**src/rtl/lenet_mac_accum_if.sv**
```systemverilog
// Stream bundle for lenet_mac_accum: multiplier product beats in, requantised activations out.
// The master side drives products, bias and act_ready; the slave side is the accumulator stage.
interface lenet_mac_accum_if #(
   parameter int PROD_W = 19,
   parameter int BIAS_W = 12,
   parameter int OUT_W  = 12
) ();
   logic signed [PROD_W-1:0] prod_data;
   logic                     prod_valid;
   logic                     prod_ready;
   logic signed [BIAS_W-1:0] bias_data;
   logic signed [OUT_W-1:0]  act_data;
   logic                     act_valid;
   logic                     act_ready;
   logic                     act_last;
   logic                     busy;

   modport master (
      output prod_data, prod_valid, bias_data, act_ready,
      input  prod_ready, act_data, act_valid, act_last, busy
   );

   modport slave (
      input  prod_data, prod_valid, bias_data, act_ready,
      output prod_ready, act_data, act_valid, act_last, busy
   );
endinterface

```
**src/rtl/lenet_mac_accum.sv**
```systemverilog
// LeNet conv MAC tail: accumulates KERNEL_LEN products plus a scaled bias per pixel, then
// floors by OUT_SHIFT, applies optional ReLU and saturates to an OUT_W activation.
module lenet_mac_accum #(
   parameter int PROD_W      = 19,
   parameter int BIAS_W      = 12,
   parameter int ACC_W       = 24,
   parameter int OUT_W       = 12,
   parameter int KERNEL_LEN  = 25,
   parameter int OUT_PER_MAP = 576,
   parameter int BIAS_SHIFT  = 4,
   parameter int OUT_SHIFT   = 6,
   parameter int RELU_EN     = 1
) (
   input  logic             ap_clk,
   input  logic             ap_rst_n,
   lenet_mac_accum_if.slave s
);
   localparam int BEAT_W = (KERNEL_LEN  > 1) ? $clog2(KERNEL_LEN)  : 1;
   localparam int PIX_W  = (OUT_PER_MAP > 1) ? $clog2(OUT_PER_MAP) : 1;

   localparam logic [BEAT_W-1:0]       BEAT_LAST = BEAT_W'(KERNEL_LEN - 1);
   localparam logic [PIX_W-1:0]        PIX_LAST  = PIX_W'(OUT_PER_MAP - 1);
   localparam logic signed [ACC_W-1:0] SAT_MAX   = ACC_W'((2 ** (OUT_W - 1)) - 1);
   localparam logic signed [ACC_W-1:0] SAT_MIN   = ~SAT_MAX;

   logic [BEAT_W-1:0]       beat_cnt_q, beat_cnt_d;
   logic [PIX_W-1:0]        pix_cnt_q,  pix_cnt_d;
   logic signed [ACC_W-1:0] acc_q,      acc_d;
   logic signed [OUT_W-1:0] act_data_q, act_data_d;
   logic                    act_valid_q, act_valid_d;
   logic                    act_last_q,  act_last_d;

   logic                    out_free;
   logic                    closing;
   logic                    prod_rdy;
   logic                    beat_fire;
   logic                    load;
   logic signed [ACC_W-1:0] prod_ext;
   logic signed [ACC_W-1:0] bias_ext;
   logic signed [ACC_W-1:0] sum;
   logic signed [ACC_W-1:0] shifted;
   logic signed [ACC_W-1:0] clamped;

   always_comb begin
      out_free  = !act_valid_q || s.act_ready;
      closing   = (beat_cnt_q == BEAT_LAST);
      // Only the closing beat needs a free output register; earlier beats never stall.
      prod_rdy  = !(closing && !out_free);
      beat_fire = s.prod_valid && prod_rdy;
      load      = beat_fire && closing;

      prod_ext = {{(ACC_W - PROD_W){s.prod_data[PROD_W-1]}}, s.prod_data};
      bias_ext = {{(ACC_W - BIAS_W){s.bias_data[BIAS_W-1]}}, s.bias_data} <<< BIAS_SHIFT;
      sum      = ((beat_cnt_q == '0) ? bias_ext : acc_q) + prod_ext;

      shifted = sum >>> OUT_SHIFT;
      clamped = shifted;
      if ((RELU_EN != 0) && shifted[ACC_W-1]) begin
         clamped = '0;
      end
      if (clamped > SAT_MAX) begin
         clamped = SAT_MAX;
      end else if (clamped < SAT_MIN) begin
         clamped = SAT_MIN;
      end

      beat_cnt_d  = beat_cnt_q;
      acc_d       = acc_q;
      pix_cnt_d   = pix_cnt_q;
      act_data_d  = act_data_q;
      act_valid_d = act_valid_q;
      act_last_d  = act_last_q;

      if (beat_fire) begin
         acc_d      = sum;
         beat_cnt_d = closing ? '0 : beat_cnt_q + 1'b1;
      end

      // A reload in the same cycle as an unload keeps act_valid high with no bubble.
      if (load) begin
         act_data_d  = clamped[OUT_W-1:0];
         act_valid_d = 1'b1;
         act_last_d  = (pix_cnt_q == PIX_LAST);
         pix_cnt_d   = (pix_cnt_q == PIX_LAST) ? '0 : pix_cnt_q + 1'b1;
      end else if (s.act_ready) begin
         act_valid_d = 1'b0;
      end
   end

   // NOTE: sequential state uses <= so every flop samples the pre-edge values of its peers.
   always_ff @(posedge ap_clk) begin
      if (!ap_rst_n) begin
         beat_cnt_q  <= '0;
         pix_cnt_q   <= '0;
         acc_q       <= '0;
         act_data_q  <= '0;
         act_valid_q <= 1'b0;
         act_last_q  <= 1'b0;
      end else begin
         beat_cnt_q  <= beat_cnt_d;
         pix_cnt_q   <= pix_cnt_d;
         acc_q       <= acc_d;
         act_data_q  <= act_data_d;
         act_valid_q <= act_valid_d;
         act_last_q  <= act_last_d;
      end
   end

   assign s.prod_ready = prod_rdy;
   assign s.act_data   = act_data_q;
   assign s.act_valid  = act_valid_q;
   assign s.act_last   = act_last_q;
   assign s.busy       = (beat_cnt_q != '0);
endmodule

```
**src/flat_wrapper.sv**
```systemverilog
// flat-port wrapper written by rule: the top's interface ports become plain ports
module lenet_mac_accum_flat 
#(
   parameter int PROD_W      = 19,
   parameter int BIAS_W      = 12,
   parameter int ACC_W       = 24,
   parameter int OUT_W       = 12,
   parameter int KERNEL_LEN  = 25,
   parameter int OUT_PER_MAP = 576,
   parameter int BIAS_SHIFT  = 4,
   parameter int OUT_SHIFT   = 6,
   parameter int RELU_EN     = 1
)
  (ap_clk, ap_rst_n, s_prod_data, s_prod_valid, s_bias_data, s_act_ready, s_prod_ready, s_act_data, s_act_valid, s_act_last, s_busy);
  lenet_mac_accum_if #(.PROD_W(PROD_W), .BIAS_W(BIAS_W), .OUT_W(OUT_W)) s_i ();
  input  logic ap_clk;
  input  logic ap_rst_n;
  input wire logic [$bits(s_i.prod_data)-1:0] s_prod_data;
  input wire logic [$bits(s_i.prod_valid)-1:0] s_prod_valid;
  input wire logic [$bits(s_i.bias_data)-1:0] s_bias_data;
  input wire logic [$bits(s_i.act_ready)-1:0] s_act_ready;
  output wire logic [$bits(s_i.prod_ready)-1:0] s_prod_ready;
  output wire logic [$bits(s_i.act_data)-1:0] s_act_data;
  output wire logic [$bits(s_i.act_valid)-1:0] s_act_valid;
  output wire logic [$bits(s_i.act_last)-1:0] s_act_last;
  output wire logic [$bits(s_i.busy)-1:0] s_busy;
  assign s_i.prod_data = s_prod_data;
  assign s_i.prod_valid = s_prod_valid;
  assign s_i.bias_data = s_bias_data;
  assign s_i.act_ready = s_act_ready;
  assign s_prod_ready = s_i.prod_ready;
  assign s_act_data = s_i.act_data;
  assign s_act_valid = s_i.act_valid;
  assign s_act_last = s_i.act_last;
  assign s_busy = s_i.busy;
  lenet_mac_accum #(.PROD_W(PROD_W), .BIAS_W(BIAS_W), .ACC_W(ACC_W), .OUT_W(OUT_W), .KERNEL_LEN(KERNEL_LEN), .OUT_PER_MAP(OUT_PER_MAP), .BIAS_SHIFT(BIAS_SHIFT), .OUT_SHIFT(OUT_SHIFT), .RELU_EN(RELU_EN)) u_core (.ap_clk(ap_clk), .ap_rst_n(ap_rst_n), .s(s_i));
endmodule
```
**config.mk**
```make
export PLATFORM = sky130hd
export DESIGN_NAME = lenet_mac_accum_flat
export DESIGN_NICKNAME = d
export VERILOG_FILES = /design/src/rtl/lenet_mac_accum_if.sv /design/src/rtl/lenet_mac_accum.sv /design/src/flat_wrapper.sv
export SDC_FILE = /design/constraint.sdc
export NUM_CORES = 1
export LEC_CHECK = 0
export ABC_AREA = 1
export CAP_MARGIN = 10
export CORE_MARGIN = 2
export CORE_UTILIZATION = 46
export CTS_CLUSTER_DIAMETER = 50
export CTS_CLUSTER_SIZE = 12
export DETAILED_ROUTE_END_ITERATION = 7
export HOLD_SLACK_MARGIN = 0.12
export PLACE_DENSITY = 0.68
export SETUP_SLACK_MARGIN = 0.02
export SLEW_MARGIN = 0
export SYNTH_ARGS = -nofsm -noshare
export SYNTH_HDL_FRONTEND = slang
export SYNTH_SLANG_ARGS = --single-unit
```
**constraint.sdc**
```tcl
create_clock -name ap_clk -period 4.96 [get_ports ap_clk]
set_input_delay 1.488 -clock ap_clk [delete_from_list [all_inputs] [get_ports ap_clk]]
set_output_delay 1.488 -clock ap_clk [all_outputs]
set_load 0.01 [all_outputs]
```
## Word-level counts from Yosys, hierarchy flattened

Index checks and enable logic that the tools add are counted.

- Bits in registers: 53
- Bits in latches: 0
- RAM bits: 0
- Bits in read-only memories: 0
- Output and inout bits: 16
- Logic and storage cells: 31
- Memories: 0

- Add/sub/neg operators: 3
- $mul: 0
- Divide/modulo/power cells: 0
- Magnitude comparators: 2
- Equality and inequality tests: 2
- Shift-type cells: 0
- Muxes and demuxes: 8
- Bitwise gates (word level): 0
- Reduce and logical (&&, ||, !) cells: 10

Operators with widths:

| cell | number |
|---|---|
| 24-bit by 19-bit adder with 24-bit output | 1 |
| 12-bit two-way mux | 2 |
| 24-bit two-way mux | 1 |
| 18-bit by 12-bit < comparator with 1-bit output, second input constant | 1 |
| 17-bit by 11-bit greater-than comparator with 1-bit output, second input constant | 1 |
| 17-bit two-way mux | 1 |
| 10-bit by 1-bit adder with 10-bit output, second input constant | 1 |
| 10-bit == test, second input constant | 1 |
| 10-bit two-way mux | 1 |
| 5-bit by 1-bit adder with 5-bit output, second input constant | 1 |
| 5-bit == test, second input constant | 1 |
| 5-bit logical NOT | 1 |
| 5-bit two-way mux | 1 |
| 5-bit nonzero test | 1 |
| 1-bit logical AND | 3 |
| 1-bit logical NOT | 3 |
| 1-bit two-way mux | 2 |
| 2-bit nonzero test | 1 |
| 1-bit logical OR | 1 |

## Longest topological paths before layout

Gate-level depths: netlist (run 1).

- Word-level depth: 8
- Depth in mapped cells: 27
- Gate-level depth less buffers: 27

## Least setup slack after synthesis (run 1)

OpenSTA, ideal clock, no wires.

- Path kind: input to register
- From: in s_bias_data[11]
- To: reg u_core.act_data_q[0], in the netlist u_core.s.act_data[0]
- Setup time: 109 ps
- Arrival time: 3,311 ps
- Path slack: 1,540 ps
- Stages on the path: 20
- Buffers on the path: 0
- Cells stage by stage: nor2_1 -> inv_2 -> o21ai_0 -> inv_1 -> ha_1 -> nand2_1 -> nor2_1 -> nand2_1 -> nor2_1 -> nand2_1 -> nand3_1 -> nand2_1 -> nand2_1 -> nand2_1 -> nor2_1 -> nand3_1 -> nand2_4 -> nand3_1 -> nand2_1 -> inv_1

- Cells in the longest elaborated chain, start to end: 6
- Elaborated cells between the ends (all ways): 7

Ends and longest elaborated chain:

| element | RTL line | source |
|---|---|---|
| from (decl) | flat_wrapper.sv:20 | `input wire logic [$bits(s_i.bias_data)-1:0] s_bias_data;` |
| 24-bit two-way mux * | lenet_mac_accum.sv:54 | `sum = ((beat_cnt_q == '0) ? bias_ext : acc_q) + prod_ext;` |
| 24-bit by 19-bit adder with 24-bit output * | lenet_mac_accum.sv:54 |  |
| 17-bit two-way mux * | lenet_mac_accum.sv:58 | `if ((RELU_EN != 0) && shifted[ACC_W-1]) begin` |
| 18-bit by 12-bit < comparator with 1-bit output | lenet_mac_accum.sv:63 | `end else if (clamped < SAT_MIN) begin` |
| 12-bit two-way mux | lenet_mac_accum.sv:63 |  |
| 12-bit two-way mux * | lenet_mac_accum.sv:61 | `if (clamped > SAT_MAX) begin` |
| to (signal assigned) | lenet_mac_accum.sv:103 | `act_data_q <= act_data_d;` |
| to (decl) | lenet_mac_accum.sv:29 | `logic signed [OUT_W-1:0] act_data_q, act_data_d;` |

Every way passes the cells marked *; elsewhere a longest branch is shown, timed or not.
A chain may end at the register's enable or synchronous reset.

## Worst setup path after layout (run 1)

- From: in s_act_ready
- To: out s_prod_ready

- Cells in the longest elaborated chain, start to end: 4

Ends and longest elaborated chain:

| element | RTL line | source |
|---|---|---|
| from (decl) | flat_wrapper.sv:21 | `input wire logic [$bits(s_i.act_ready)-1:0] s_act_ready;` |
| 1-bit logical OR | lenet_mac_accum.sv:45 | `out_free = !act_valid_q \|\| s.act_ready;` |
| 1-bit logical NOT | lenet_mac_accum.sv:48 | `prod_rdy = !(closing && !out_free);` |
| 1-bit logical AND | lenet_mac_accum.sv:48 |  |
| 1-bit logical NOT | lenet_mac_accum.sv:48 |  |
| to (decl) | flat_wrapper.sv:22 | `output wire logic [$bits(s_i.prod_ready)-1:0] s_prod_ready;` |

Every way passes these cells.

==> results of run 1 <==
==> placed cells by master (no fill, tap or decap), types with 6 or more instances in the layout <==
cell             count
nor2_1              62
xnor2_1              7
nand2_1            172
ha_1                29
clkdlybuf4s50_1     50
inv_1              122
dfxtp_1             53
nand3_1             37
nor4_1               6
o21a_1              11
inv_2                6
a21oi_1             38
o21ai_0             45
xor2_1              13
nand4_1              7
nor3_1              12
==> per-stage QoR <==
step | total power [mW] | utilization (%) | setup slack [ps] | cells | hold slack (ps)
after floorplan | 0.840 | - | 1540 | 657 | 430
after global placement | 0.993 | 53.6 | 624 | 802 | 416
after detailed placement | 0.994 | 53.6 | 622 | 802 | 422
final | 1.24 | 54.6 | 838 | 810 | 436
after CTS | 1.24 | 54.6 | 830 | 810 | 436
after global routing | 1.33 | 54.6 | 634 | 810 | 455
==> sequential cells by signal (all words and copies together) (netlist names) <==
signal,cells
u_core.acc_q,24
u_core.s.act_data,12
u_core.s.act_last,1
u_core.pix_cnt_q,10
u_core.s.act_valid,1
u_core.beat_cnt_q,5
==> worst reg2reg max path: cells and delay by family (launching register included) <==
family / cells / cell delay (ps)
adders and majority gates: 2 / 470
and+or+nand+nor: 11 / 1350
DFF: 1 / 340
buffers and inverters: 5 / 730
AOI/OAI and AO/OA: 3 / 600
==> per-layer routing <==
layer  vias up  GRT usage, %  wire [µm]
met5         -             0          0
met4         0          3.90        102
met3         8          2.79        349
met2        76          40.3       5270
met1      1843          30.8       5280
li1       2159             -          -
==> how the worst max path moves through the flow <==
stage / endpoint / slack, ps / depth (start not counted)
finish: s_prod_ready / 840 / 4
floorplan: u_core.s.act_data[0] / 1540 / 20
global route: u_core.s.act_data[10] / 630 / 19
detailed placement: u_core.s.act_data[5] / 620 / 19
CTS: s_prod_ready / 830 / 4
global placement: u_core.s.act_data[5] / 620 / 19
==> cell usage after synthesis <==
| master | instances |
|---|---|
| ha_1 | 29 |
| fa_1 | 1 |
| o211ai_1 | 4 |
| a21o_1 | 1 |
| inv_1 | 122 |
| o21bai_1 | 1 |
| nand3b_1 | 1 |
| nand3_2 | 1 |
| a211oi_1 | 1 |
| nor2_4 | 1 |
| nand2_4 | 5 |
| nor4_4 | 1 |
| a21oi_1 | 38 |
| a31oi_1 | 2 |
| nand2_1 | 172 |
| nand3_1 | 37 |
| o21a_1 | 11 |
| xor2_1 | 13 |
| nor3_1 | 12 |
| a21oi_2 | 1 |
| a211oi_2 | 1 |
| buf_2 | 5 |
| nand4_1 | 7 |
| xnor2_1 | 7 |
| nor4_1 | 6 |
| buf_6 | 3 |
| clkbuf_1 | 7 |
| nor2_2 | 1 |
| dfxtp_1 | 53 |
| nor2_1 | 62 |
| inv_2 | 6 |
| o21ai_0 | 45 |
==> cell type report <==
class                   count  area, µm²  area share [%]
clock buffers               6       72.6            1.53
flip-flops and latches     53       1060            22.4
inverters                 128        480            10.1
clock inverters             2       15.0           0.317
multi-input cells         461       2460            51.9
repair buffers             52        515            10.9
well taps                 108        135            2.85
==> kinds of logic (layout without fill, tap and decap cells) <==
family          Yosys count  after routing  synth area share (%)
xor+xnor                 20             20                  4.29
flops                    53             53                  26.0
buf+inv                 143            188                  13.8
compound gates          105            105                  14.3
simple gates            306            306                  32.2
fa+ha+maj                30             30                  9.37
==> power by group through the flow <==
stage,combinational (mW),sequential (mW),clock (mW)
floorplan,0.371,0.469,0
global placement,0.522,0.471,0
detailed placement,0.523,0.471,0
CTS,0.527,0.462,0.255
global route,0.596,0.465,0.273
finish,0.529,0.462,0.250
==> impl_metrics.py, run 1 <==
metrics = {
    "logic_synthesis": {
        "synth_fp_nets": 722,
        "synth_top_cell_by_area": "dfxtp_1",
        "yosysUniqueCellTypes": 32,
        "ys_top_cells_by_area": "dfxtp_1 26%, nand2_1 16%, inv_1 11%",
        "synth_top_area_share_pct": 26.0,
        "syn_avg_cell_area_um2": 6.22,
        "yosys_warnings": 0,
        "syn_area_um2": 4090,
        "postSynthCellCount": 657,
        "ys_seq_area_share_pct": 26.0,
        "synth_seq_cells": 53,
    },
    "grt": {
        "grt_pass1_wl_mm": 18.2,
        "grt_pass1_vias": 3759,
        "antenna_found_initial": 0,
        "grt.total_usage_pct": 22.9,
        "grt_start_max_net_pins": 35,
        "grt_overflow": 0,
    },
    "floorplan": {
        "die_x_um": 98.3,
        "ioPinCount": 51,
        "die_h_um": 98.3,
        "initial_core_util_pct": 47.1,
        "rows": 34,
        "fp.coreArea_um2": 8680,
        "die_area_um2": 9650,
    },
    "clock_tree": {
        "insertion_delay_ps": 310,
        "cts_setup_buffers": 0,
        "htreeDepth": 2,
        "cts_tree": "built",
        "holdBufCountCts": 0,
        "numCtsBuffers": 5,
        "clk_pin_slew_ps": 100,
        "cts_buffer_depth": 2,
        "clock-sinks": 53,
        "cts_resized": 0,
        "root_buffer": "clkbuf_8",
    },
    "placed_design": {
        "io_buffers": 50,
        "gp_congestion": 0.903,
        "dp_hpwl_mm": 8.77,
        "postPlaceCellArea_um2": 4650,
    },
    "cells_and_area": {
        "n_antenna_cell": 0,
        "fillers": 910,
        "final_nets": 766,
        "syn2layout_area_growth_pct": 16.0,
        "final_area_um2": 4740,
        "drive_gt1_share_pct": 3.70,
    },
    "pwr": {
        "p_int_mw": 0.734,
        "vdd_ir_drop_max_mv": 0.158,
        "pwr-share-seq_pct": 37.2,
        "power_density_nw_per_um2": 262,
        "p_clk_share_pct": 20.1,
        "comb_power_share_pct": 42.6,
        "power_leakage_nw": 2.40,
        "p_switching_mw": 0.507,
        "p_sw_share_pct": 40.9,
    },
    "hold_path": {
        "hold_depth": 2,
        "min_to": "u_core.s.act_data[11]",
        "holdCritPathClass": "reg2reg",
        "worstHoldStart": "u_core.s.act_data[11]",
    },
    "worst_setup_path": {
        "rrSetupSlack_ps": 1380,
        "r2r_cells": 21,
        "slowest_stage": "clkdlybuf4s50_1",
        "crit_family": "buffers and inverters",
        "endpoint_kind": "primary output",
        "critPathLaunchType": "input port",
        "path_common_cell": "clkdlybuf4s50_1",
        "crit_type": "in2out",
        "crit_chain": "clkdlybuf4s50_1 > inv_1 > nand3_2 > clkdlybuf4s50_1",
        "worstPathMaxFanout": 2,
        "arrival_ps": 2630,
        "timing.rr.start": "u_core.beat_cnt_q[0]",
        "critical_path.startpoint": "s_act_ready",
        "crit_required_ps": 3470,
        "cpPeakStageDelay_ps": 540,
        "crit_buf_inv": 3,
        "r2r_end": "u_core.s.act_data[4]",
    },
    "timing": {
        "clock.fmax_ghz": 0.243,
        "layout_min_cycle_time_ps": 4120,
        "hold_viol": 0,
        "slew-limit-headroom_pct": 52.4,
        "final_min_period_over_clock_period_pct": 83.1,
        "rsz0062_at_grt": "false",
        "finalSetupViolCount": 0,
        "tightest_slew_ps": 713,
        "setup-tns-final_ps": 0,
        "skew_ps": 5.01,
        "report.final.slew_viol_count": 0,
    },
    "detailed_routing": {
        "drc_errors": 0,
        "wl_per_cell_um": 13.6,
        "via_count": 4086,
        "dr.pass1.iters": 5,
        "vias_per_cell": 5.04,
        "drt.antenna.violating_nets": 0,
        "drtIter0Drc": 222,
        "wl_mm": 11.0,
    },
    "flow_run": {
        "maxCapViolations": 0,
    },
    "run_status": {
        "status": "complete, no violations",
    },
}
(Power assumes the default switching activity.)
==> run 2: changes to the inputs <==
Settings changed: PLACE_DENSITY 0.68 to 0.71.
Clock period 4.96 ns to 3.4 ns, I/O delays scaled along.
==> impl_metrics.py, run 2 (synthesized netlist as in run 1, its figures left out) <==
metrics = {
    "run_status": {
        "status": "complete, no violations",
    },
    "floorplan": {
        "die_area_um2": 9650,
        "rows": 34,
        "ioPinCount": 51,
        "fp.coreArea_um2": 8680,
        "die_x_um": 98.3,
        "initial_core_util_pct": 47.1,
        "die_h_um": 98.3,
    },
    "placed_design": {
        "gp_congestion": 0.981,
        "io_buffers": 50,
        "dp_hpwl_mm": 9.42,
        "postPlaceCellArea_um2": 5070,
        "dp_cells": 858,
        "place_ws_ps": -371,
    },
    "clock_tree": {
        "insertion_delay_ps": 310,
        "cts_buffer_depth": 2,
        "htreeDepth": 2,
        "root_buffer": "clkbuf_8",
        "cts_tree": "built",
        "clk_pin_slew_ps": 110,
        "numCtsBuffers": 5,
        "clock-sinks": 53,
        "holdBufCountCts": 0,
    },
    "grt": {
        "grt.total_usage_pct": 24.7,
        "grt_start_max_net_pins": 34,
        "grt_overflow": 0,
        "grt_pass1_wl_mm": 19.3,
        "antenna_found_initial": 0,
        "grt_pass1_vias": 4219,
    },
    "timing": {
        "skew_ps": 7.84,
        "finalSetupViolCount": 0,
        "hold_viol": 0,
        "report.final.slew_viol_count": 0,
        "clock.fmax_ghz": 0.309,
        "final_min_period_over_clock_period_pct": 95.1,
        "rsz0062_at_grt": "true",
        "slew-limit-headroom_pct": 58.4,
        "holdWs_ps": 441,
        "tightest_slew_ps": 618,
        "layout_min_cycle_time_ps": 3230,
        "setup_slack_ps": 165,
    },
    "cells_and_area": {
        "layout.cells.non_filler": 879,
        "final_nets": 835,
        "final_common_cell": "nand2_1",
        "n_antenna_cell": 0,
        "final_cell_mix": "153 x nand2_1, 119 x inv_1, 67 x buf_4, 52 x dfxtp_1",
        "final_core_util_pct": 63.9,
        "fillers": 811,
        "syn2layout_area_growth_pct": 35.8,
        "final_area_um2": 5550,
        "largest_reg_flops": 24,
        "drive_gt1_share_pct": 19.5,
        "largest-register": "u_core.acc_q",
    },
    "detailed_routing": {
        "wl_per_cell_um": 14.0,
        "via_count": 4499,
        "wl_mm": 12.3,
        "drc_errors": 0,
        "drt.antenna.violating_nets": 0,
        "vias_per_cell": 5.12,
        "drtIter0Drc": 143,
        "dr.pass1.iters": 5,
    },
    "hold_path": {
        "holdCritPathClass": "reg2reg",
    },
    "pwr": {
        "power_density_nw_per_um2": 391,
        "power_leakage_nw": 2.76,
        "vdd_ir_drop_max_mv": 0.192,
    },
    "worst_setup_path": {
        "cpPeakStageDelay_ps": 390,
        "crit_type": "reg2reg",
        "arrival_ps": 3460,
        "crit_chain": "inv_1 > ha_2 > inv_2 > nor2_2 > nand2_2 > buf_6 > nor2_4 > inv_2 > o21ai_0 > inv_1 > ha_4 > nand2_2 > o21ai_0 > a21oi_1 > o21a_1 > nand2_1 > nand2_1 > nand2_2 > inv_4 > nand2_2 > nand3_1 > nand2_1 > inv_1",
        "critPathLaunchType": "flop",
        "crit_required_ps": 3620,
        "path_common_cell": "nand2_2",
        "slowest_stage": "o21ai_0",
        "endpoint_kind": "flop",
        "worstPathMaxFanout": 11,
    },
    "flow_run": {
        "maxCapViolations": 0,
    },
}
## run 2: changes by cell type in the layout (fill, tap and decap cells not counted), sizes merged
cell           change
clkinvlp           +1
dlymetal6s2s       +2
nand2              +1
buf               +67
clkdlybuf4s50      -2
clkinv             +1
inv                -1
## run 2: through the flow
stage                     TNS [ps]  total power, mW
final                            0             2.17
after floorplan                  0             1.23
after CTS                        0             2.03
after detailed placement     -3900             1.63
after global placement       -3620             1.62
after global routing          -219             2.31
## run 2: final cells by class
type                       count  area, µm²  area share, %
clock buffer                   6       72.6           1.31
multi-input combinational    462       2740           49.3
clock inverter                 2       15.0          0.271
timing repair buffer         119       1030           18.6
tap                          108        135           2.44
sequential                    53       1060           19.1
timing repair inverter         1       7.51          0.135
inverter                     128        488           8.79
## run 2: worst paths after layout
kind	from	endpoint	slack, ps	depth (start not counted)
max reg2reg	u_core.beat_cnt_q[0]	u_core.s.act_data[3]	170	23
min reg2reg	u_core.s.act_data[11]	u_core.s.act_data[11]	440	2
max	u_core.beat_cnt_q[0]	u_core.s.act_data[3]	170	23
min	u_core.s.act_data[11]	u_core.s.act_data[11]	440	2
## run 2: timing repair
item	in CTS	in global routing
gates cloned	0	2
pin swaps	3	24
endpoints found under the setup margin	8	17
setup buffers	2	9
hold endpoints to repair	0	0
resized for setup	7	69
## run 2: per-layer routing
metal  global-route usage (%)  share of wire, %
met1                     29.7                43
met4                     9.80               3.1
met3                     4.65               3.9
met2                     43.4                50
met5                        0                 0
## run 2: power by group
part | total, mW | switching [mW] | internal, mW
clock network | 0.380 | 0.234 | 0.146
registers | 0.675 | 0.0159 | 0.659
logic | 1.12 | 0.631 | 0.486
## run 2: worst max-delay path, delay by kind of cell, from the launching register on
family | cells | cell delay, ps
AOI/OAI and AO/OA | 4 | 740
and+or+nand+nor | 10 | 930
DFF | 1 | 340
buffers and inverters | 7 | 590
adders and majority gates | 2 | 490
